File: config.mk
export PLATFORM = sky130hd
export DESIGN_NAME = essential_bit_sequencer
export DESIGN_NICKNAME = d
export VERILOG_FILES = /design/src/rtl/bitsim_pkg.sv /design/src/rtl/lead_one_enc8.sv /design/src/rtl/essential_bit_sequencer.sv
export SDC_FILE = /design/constraint.sdc
export NUM_CORES = 1
export LEC_CHECK = 0
export CORE_UTILIZATION = 25
export DETAILED_ROUTE_END_ITERATION = 7
export GPL_TIMING_DRIVEN = 0
export PLACE_DENSITY_LB_ADDON = 0.12
export RECOVER_POWER = 25
export REMOVE_ABC_BUFFERS = 1
export SYNTH_ARGS = -nofsm -noshare
export SYNTH_HDL_FRONTEND = slang
export SYNTH_SLANG_ARGS = --single-unit
File: constraint.sdc
create_clock -name clk -period 2.5 [get_ports clk]
set_input_delay 0.25 -clock clk [delete_from_list [all_inputs] [get_ports clk]]
set_output_delay 0.25 -clock clk [all_outputs]
set_load 0.01 [all_outputs]
File: src/rtl/bitsim_pkg.sv
// Shared widths and FSM state type for the essential-bit sequencer.
package bitsim_pkg;
    localparam int CNT_W = 4;
    localparam int OP_W  = 8;

    typedef enum logic {
        IDLE = 1'b0,
        RUN  = 1'b1
    } seq_state_t;
endpackage

File: src/rtl/lead_one_enc8.sv
// Leading-one encoder: index counted from the MSB (bit7 -> 0), plus an all-zero flag.
module lead_one_enc8
    import bitsim_pkg::*;
(
    input  logic [OP_W-1:0] mag,
    output logic [2:0]      idx,
    output logic            zero
);
    always_comb begin
        idx  = '0;
        zero = (mag == '0);
        // Ascending scan so the highest set bit is the last one to win.
        for (int i = 0; i < OP_W; i++) begin
            if (mag[i]) idx = 3'(OP_W - 1 - i);
        end
    end
endmodule

File: src/rtl/essential_bit_sequencer.sv
// Emits one beat per set bit of an operand, MSB first, truncated to MAX_TERMS beats.
module essential_bit_sequencer
    import bitsim_pkg::*;
#(
    parameter int MAX_TERMS = 8
) (
    input  logic            clk,
    input  logic            reset,
    input  logic            in_valid,
    output logic            in_ready,
    input  logic [OP_W-1:0] in_mag,
    input  logic            in_sign,
    output logic            out_valid,
    input  logic            out_ready,
    output logic [2:0]      out_shift,
    output logic            out_sign,
    output logic            out_zero,
    output logic            out_last,
    output logic [CNT_W-1:0] out_idx
);
    seq_state_t       state;
    logic [OP_W-1:0]  residue;
    logic             sign_q;
    logic [CNT_W-1:0] cnt;

    logic [2:0] lead_idx;
    logic       lead_zero;
    logic       single_bit;
    logic       in_hs;
    logic       out_hs;

    lead_one_enc8 u_enc (
        .mag  (residue),
        .idx  (lead_idx),
        .zero (lead_zero)
    );

    // True for zero or exactly one set bit; zero is separately flagged.
    assign single_bit = ((residue & (residue - OP_W'(1))) == '0);

    assign out_valid = (state == RUN);
    assign out_shift = lead_idx;
    assign out_idx   = cnt;
    assign out_sign  = sign_q;
    assign out_zero  = out_valid & lead_zero;
    assign out_last  = out_valid & (single_bit | (cnt == CNT_W'(MAX_TERMS - 1)));

    assign out_hs   = out_valid & out_ready;
    assign in_ready = (state == IDLE) | (out_hs & out_last);
    assign in_hs    = in_valid & in_ready;

    always_ff @(posedge clk) begin
        if (reset) begin
            state   <= IDLE;
            residue <= '0;
            sign_q  <= 1'b0;
            cnt     <= '0;
        end else if (in_hs) begin
            // Covers both the idle accept and the no-bubble reload on a last beat.
            state   <= RUN;
            residue <= in_mag;
            sign_q  <= in_sign;
            cnt     <= '0;
        end else if (out_hs) begin
            if (out_last) begin
                state   <= IDLE;
                residue <= '0;
            end else begin
                residue <= residue & ~({1'b1, {(OP_W-1){1'b0}}} >> lead_idx);
                cnt     <= cnt + 1'b1;
            end
        end
    end
endmodule

# Yosys cells after proc, flatten, opt, wreduce, memory -nomap -nowiden
# Cells that the tools add are included.
# classes
n_addsub	2
eq_ne	1
shift	1
mux	14
bitwise_logic	12
reduce_logical	7
# ops
op	count
2-to-1 mux 3 bit	8
2-to-1 mux 8 bit	3
bitwise AND 8 bit	2
zero test 8 bit	2
NOT 8 bit	1
right shift 8 x 3 -> 8 bit, first input constant	1
subtractor 8 x 1 -> 8 bit, second input constant	1
bitwise AND 1 bit	5
adder 4 x 1 -> 4 bit, second input constant	1
equality test 4 x 3 -> 1 bit, second input constant	1
AND reduction 2 bit	2
nonzero test 2 bit	2
2-to-1 mux 1 bit	3
NOT 1 bit	2
bitwise OR 1 bit	2
OR reduction 2 bit	1
# totals
ff_bits	14
in_bits	13
out_inout_bits	12
word_cells	41

# Logic depth before layout (Yosys ltp)
# depth
word_depth	14
ltp_mapped	7
ltp_nobuf	6

# Cells and area by module
# From an unflattened synthesis, not the netlist that was laid out.
# unflattened
cells_unflattened	91
area_unflattened_um2	783.3
# modules_own_cells
mod	n_inst	cells_each	area_each_um2	seq_area_each_um2
essential_bit_sequencer	1	76	694.4	280.3
lead_one_enc8	1	15	88.8	0.0

# Worst setup path before layout
# OpenSTA, ideal clock, no wires.
# synth_path
kind	register to output
start	register residue[2]
end	output port in_ready
arrival_ns	1.945
path_slack_ns	0.305
path_stages_with_launch	8
cell_sequence	dfxtp_1 > buf_6 > or4_4 > a221oi_2 > o211a_1 > buf_6 > nor2_1 > o21ai_0
# synth_between
elab_chain_len	7
# synth_lines
element	line	text
start: declaration	essential_bit_sequencer.sv:22	logic [OP_W-1:0] residue;
start signal: assignment	essential_bit_sequencer.sv:61	residue <= in_mag;
start signal: assignment	essential_bit_sequencer.sv:69	residue <= residue & ~({1'b1, {(OP_W-1){1'b0}}} >> lead_idx);
subtractor 8 x 1 -> 8 bit	essential_bit_sequencer.sv:39	assign single_bit = ((residue & (residue - OP_W'(1))) == '0);
bitwise AND 8 bit (*)	essential_bit_sequencer.sv:39	
zero test 8 bit (*)	essential_bit_sequencer.sv:39	
bitwise OR 1 bit (*)	essential_bit_sequencer.sv:46	assign out_last = out_valid & (single_bit | (cnt == CNT_W'(MAX_TERMS - 1)));
bitwise AND 1 bit (*)	essential_bit_sequencer.sv:46	
bitwise AND 1 bit (*)	essential_bit_sequencer.sv:49	assign in_ready = (state == IDLE) | (out_hs & out_last);
bitwise OR 1 bit (*)	essential_bit_sequencer.sv:49	
end: declaration	essential_bit_sequencer.sv:10	output logic in_ready,
# Mark *: on every way between the ends. The rest lies on a longest branch, timed or not.

# Worst setup path in the final report
# layout_path
start	register residue[1]
end	output port out_last
# layout_between
elab_chain_len	5
# layout_lines
element	line	text
subtractor 8 x 1 -> 8 bit	essential_bit_sequencer.sv:39	
bitwise AND 8 bit (*)	essential_bit_sequencer.sv:39	
zero test 8 bit (*)	essential_bit_sequencer.sv:39	
bitwise OR 1 bit (*)	essential_bit_sequencer.sv:46	
bitwise AND 1 bit (*)	essential_bit_sequencer.sv:46	
end: declaration	essential_bit_sequencer.sv:18	output logic out_last,
# Marked as above.

==> flow_summary.yaml <==
worst_hold_path:
  holdPathStages: 2
  hold_path_class: "reg -> reg"
timing:
  slew_headroom_pct: 56.4
  max_freq_mhz: 417
  whs_ns: 0.474
  period_share_pct: 95.9
  fin_worst_skew_ns: 0.00359
  finalWorstSetupSlack_ns: 0.101
  finalHoldViolCount: 0
  worst_slew_pin_slew_ns: 0.653
  rsz0062_at_grt: "no"
  setup-violations-final: 0
  final.min_clock_period_ns: 2.40
  drv_slew: 0
critical_path:
  crit_buf_inv: 1
  worstSetupEndpointType: "primary output"
  cp_cell_sequence: "or4_4 -> o31ai_4 -> o211a_4 -> nor2_1 -> nor2_1 -> clkdlybuf4s15_1"
  critPathRequiredTime_ns: 2.25
  critPathMaxFanout: 5
  crit_type: "reg -> out"
  crit_slowest_cell: "or4_4"
  cp.arrival_ns: 2.15
  ff2ff_path_depth: 6
  cpPeakStageDelay_ns: 0.60
  startpoint_type: "register"
  crit_cells: 6
  path_delay_family: "simple AND/OR/NAND/NOR gates"
  crit_top_cell: "nor2_1"
layout:
  syn_to_final_growth_pct: 36.4
  fin_nets: 150
  diodes: 0
  post-route-util_pct: 35.6
  drive_gt1_share_pct: 21.6
synth:
  synth_area_leaders: "dfxtp_1, a21oi_1, nor3_1"
  yosys_warnings: 0
  synth_common_cells: "dfxtp_1, a21oi_1, nor2_1, inv_1, nor3_1"
  yosysTopAreaCellShare_pct: 29.3
  synth_edf_count: 0
  synth-compound-area-share_pct: 35.5
  synth-xor-area-share_pct: 0
  synthAdderAreaFrac_pct: 1.31
  synth_top_area_cell: "dfxtp_1"
  synthMuxAreaShare_pct: 1.05
  synth_flop_cell: "dfxtp_1"
  synth-simple-area-share_pct: 23.4
  yosysUniqueCellTypes: 46
  synth_top_family_by_area: "compound AO/OA/AOI/OAI gates"
  synth_cells: 110
  ys_seq_area_share_pct: 29.3
  yosys_register_bits: 14
  async_flop_share_pct: 0
  synth_most_common_cell: "dfxtp_1"
  netlist_area_sq_um: 956
  syn_area_per_cell_sq_um: 8.69
place:
  place_ws_ns: -0.343
  gp_congestion: 0.813
  port_buffers: 24
  hpwl_um: 1770
drt:
  drt_first_pass_iters: 4
  drc_errors: 0
  wl_per_cell_um: 14.0
  vias: 928
  postRouteAntennaNets: 0
  viasPerCell: 5.10
  drt_iter0_drc: 30
  wirelength_um: 2550
floorplanning:
  pin_count: 25
  die_w_um: 63.8
  fp-row-count: 22
  core_area_sq_um: 3660
  initial_core_util_pct: 26.1
  die_height_um: 63.8
  dieArea_sq_um: 4070
clocking:
  numCtsBuffers: 3
  h-tree-depth: 1
  hold_buffers: 0
  clk_latency_ns: 0.25
  ctsRootBufferMaster: "clkbuf_8"
  path_clk_slew_ns: 0.06
  cts_tree: "done"
  clockBufferDepth: 2
  clock-sinks: 14
global_routing:
  grt_pass1_vias: 930
  track_usage_pct: 13.6
  overflow: 0
  grt_max_degree: 14
  antenna_found_initial: 0
  grt_first_pass_wirelength_um: 4310
job:
  cap_viol_max_count: 0
power_and_ir_drop:
  cellLeakagePower_nw: 0.473
  p_per_area_nw_per_um2: 582
  vdd_drop_max_mv: 0.255
outcome:
  status: "finished clean"
worst register-to-register path: stages, from the launching register on:
cell       delay (ns)
dfxtp_2          0.36
or4_4            0.60
o41ai_4          0.28
buf_4            0.19
o2111ai_2        0.17
a21oi_4          0.32
a221o_1          0.20
timing repair:
| action | CTS | global route |
|---|---|---|
| pin swaps | 4 | 2 |
| gates resized for setup | 15 | 1 |
| setup buffers | 3 | 2 |
| hold endpoints to repair | 0 | 0 |
| setup endpoints to repair | 2 | 2 |
registers in the layout (all words and copies together) (netlist names):
name	count
out_idx	4
residue	8
out_sign	1
out_valid	1
worst paths after layout:
path                   start  slack, ns         end
setup / recovery  residue[1]       0.10    out_last
hold / removal      out_sign       0.47    out_sign
setup reg to reg  residue[1]       0.32  residue[3]
hold reg to reg     out_sign       0.47    out_sign
per-stage QoR:
step           area (sq um)  power, mW  setup TNS [ns]  instances
2_1_floorplan           896      0.423               0        102
3_3_place_gp           1200      0.524          -0.583        174
3_5_place_dp           1200      0.524          -0.599        174
4_1_cts                1290      0.755               0        180
5_1_grt                1300      0.800               0        182
6_report               1300      0.759               0        182
per-layer routing:
| layer | share of wire (%) | wire [um] | global-route usage, % |
|---|---|---|---|
| met1 | 49 | 1250 | 16.3 |
| met2 | 46 | 1160 | 22.5 |
| met3 | 4.4 | 112 | 3.75 |
| met4 | 1.1 | 27 | 5.68 |
| met5 | 0 | 0 | 0 |
area by class of cell:
| class | instances | area [sq um] |
|---|---|---|
| fillers | 376 | 2360 |
| flip-flops and latches | 14 | 287 |
| clock buffers | 3 | 41.3 |
| repair buffers | 29 | 273 |
| inverters | 8 | 30.0 |
| multi-input cells | 80 | 613 |
| well taps | 48 | 60.1 |
kinds of logic (layout without fill, tap and decap cells):
group / after synthesis / count (layout)
DFF: 14 / 14
muxes: 1 / 1
adders and majority gates: 1 / 1
AOI/OAI and AO/OA: 39 / 39
and+or+nand+nor: 39 / 39
buffers and inverters: 16 / 40
cells in the final DEF (no fill, tap or decap), drive strengths merged, types with 2 or more instances in the layout:
cell	count
a211o	2
a21oi	11
a221o	3
a32o	2
buf	6
clkbuf	3
clkdlybuf4s50	16
dfxtp	14
dlygate4sd3	6
inv	8
nand2	4
nand2b	3
nand3b	2
nor2	9
nor3	7
nor4	2
o21ai	4
o21bai	2
o2bb2ai	2
o31ai	3
o41ai	2
or4	5
report_power, final:
part | internal (mW) | leakage, nW | switching (mW) | total [mW]
combinational | 0.149 | 0.334 | 0.138 | 0.287
clock | 0.107 | 0.0216 | 0.0828 | 0.190
sequential | 0.243 | 0.117 | 0.0385 | 0.281
total | 0.499 | 0.473 | 0.259 | 0.759
No activity file was read; power rests on OpenSTA's default activity.
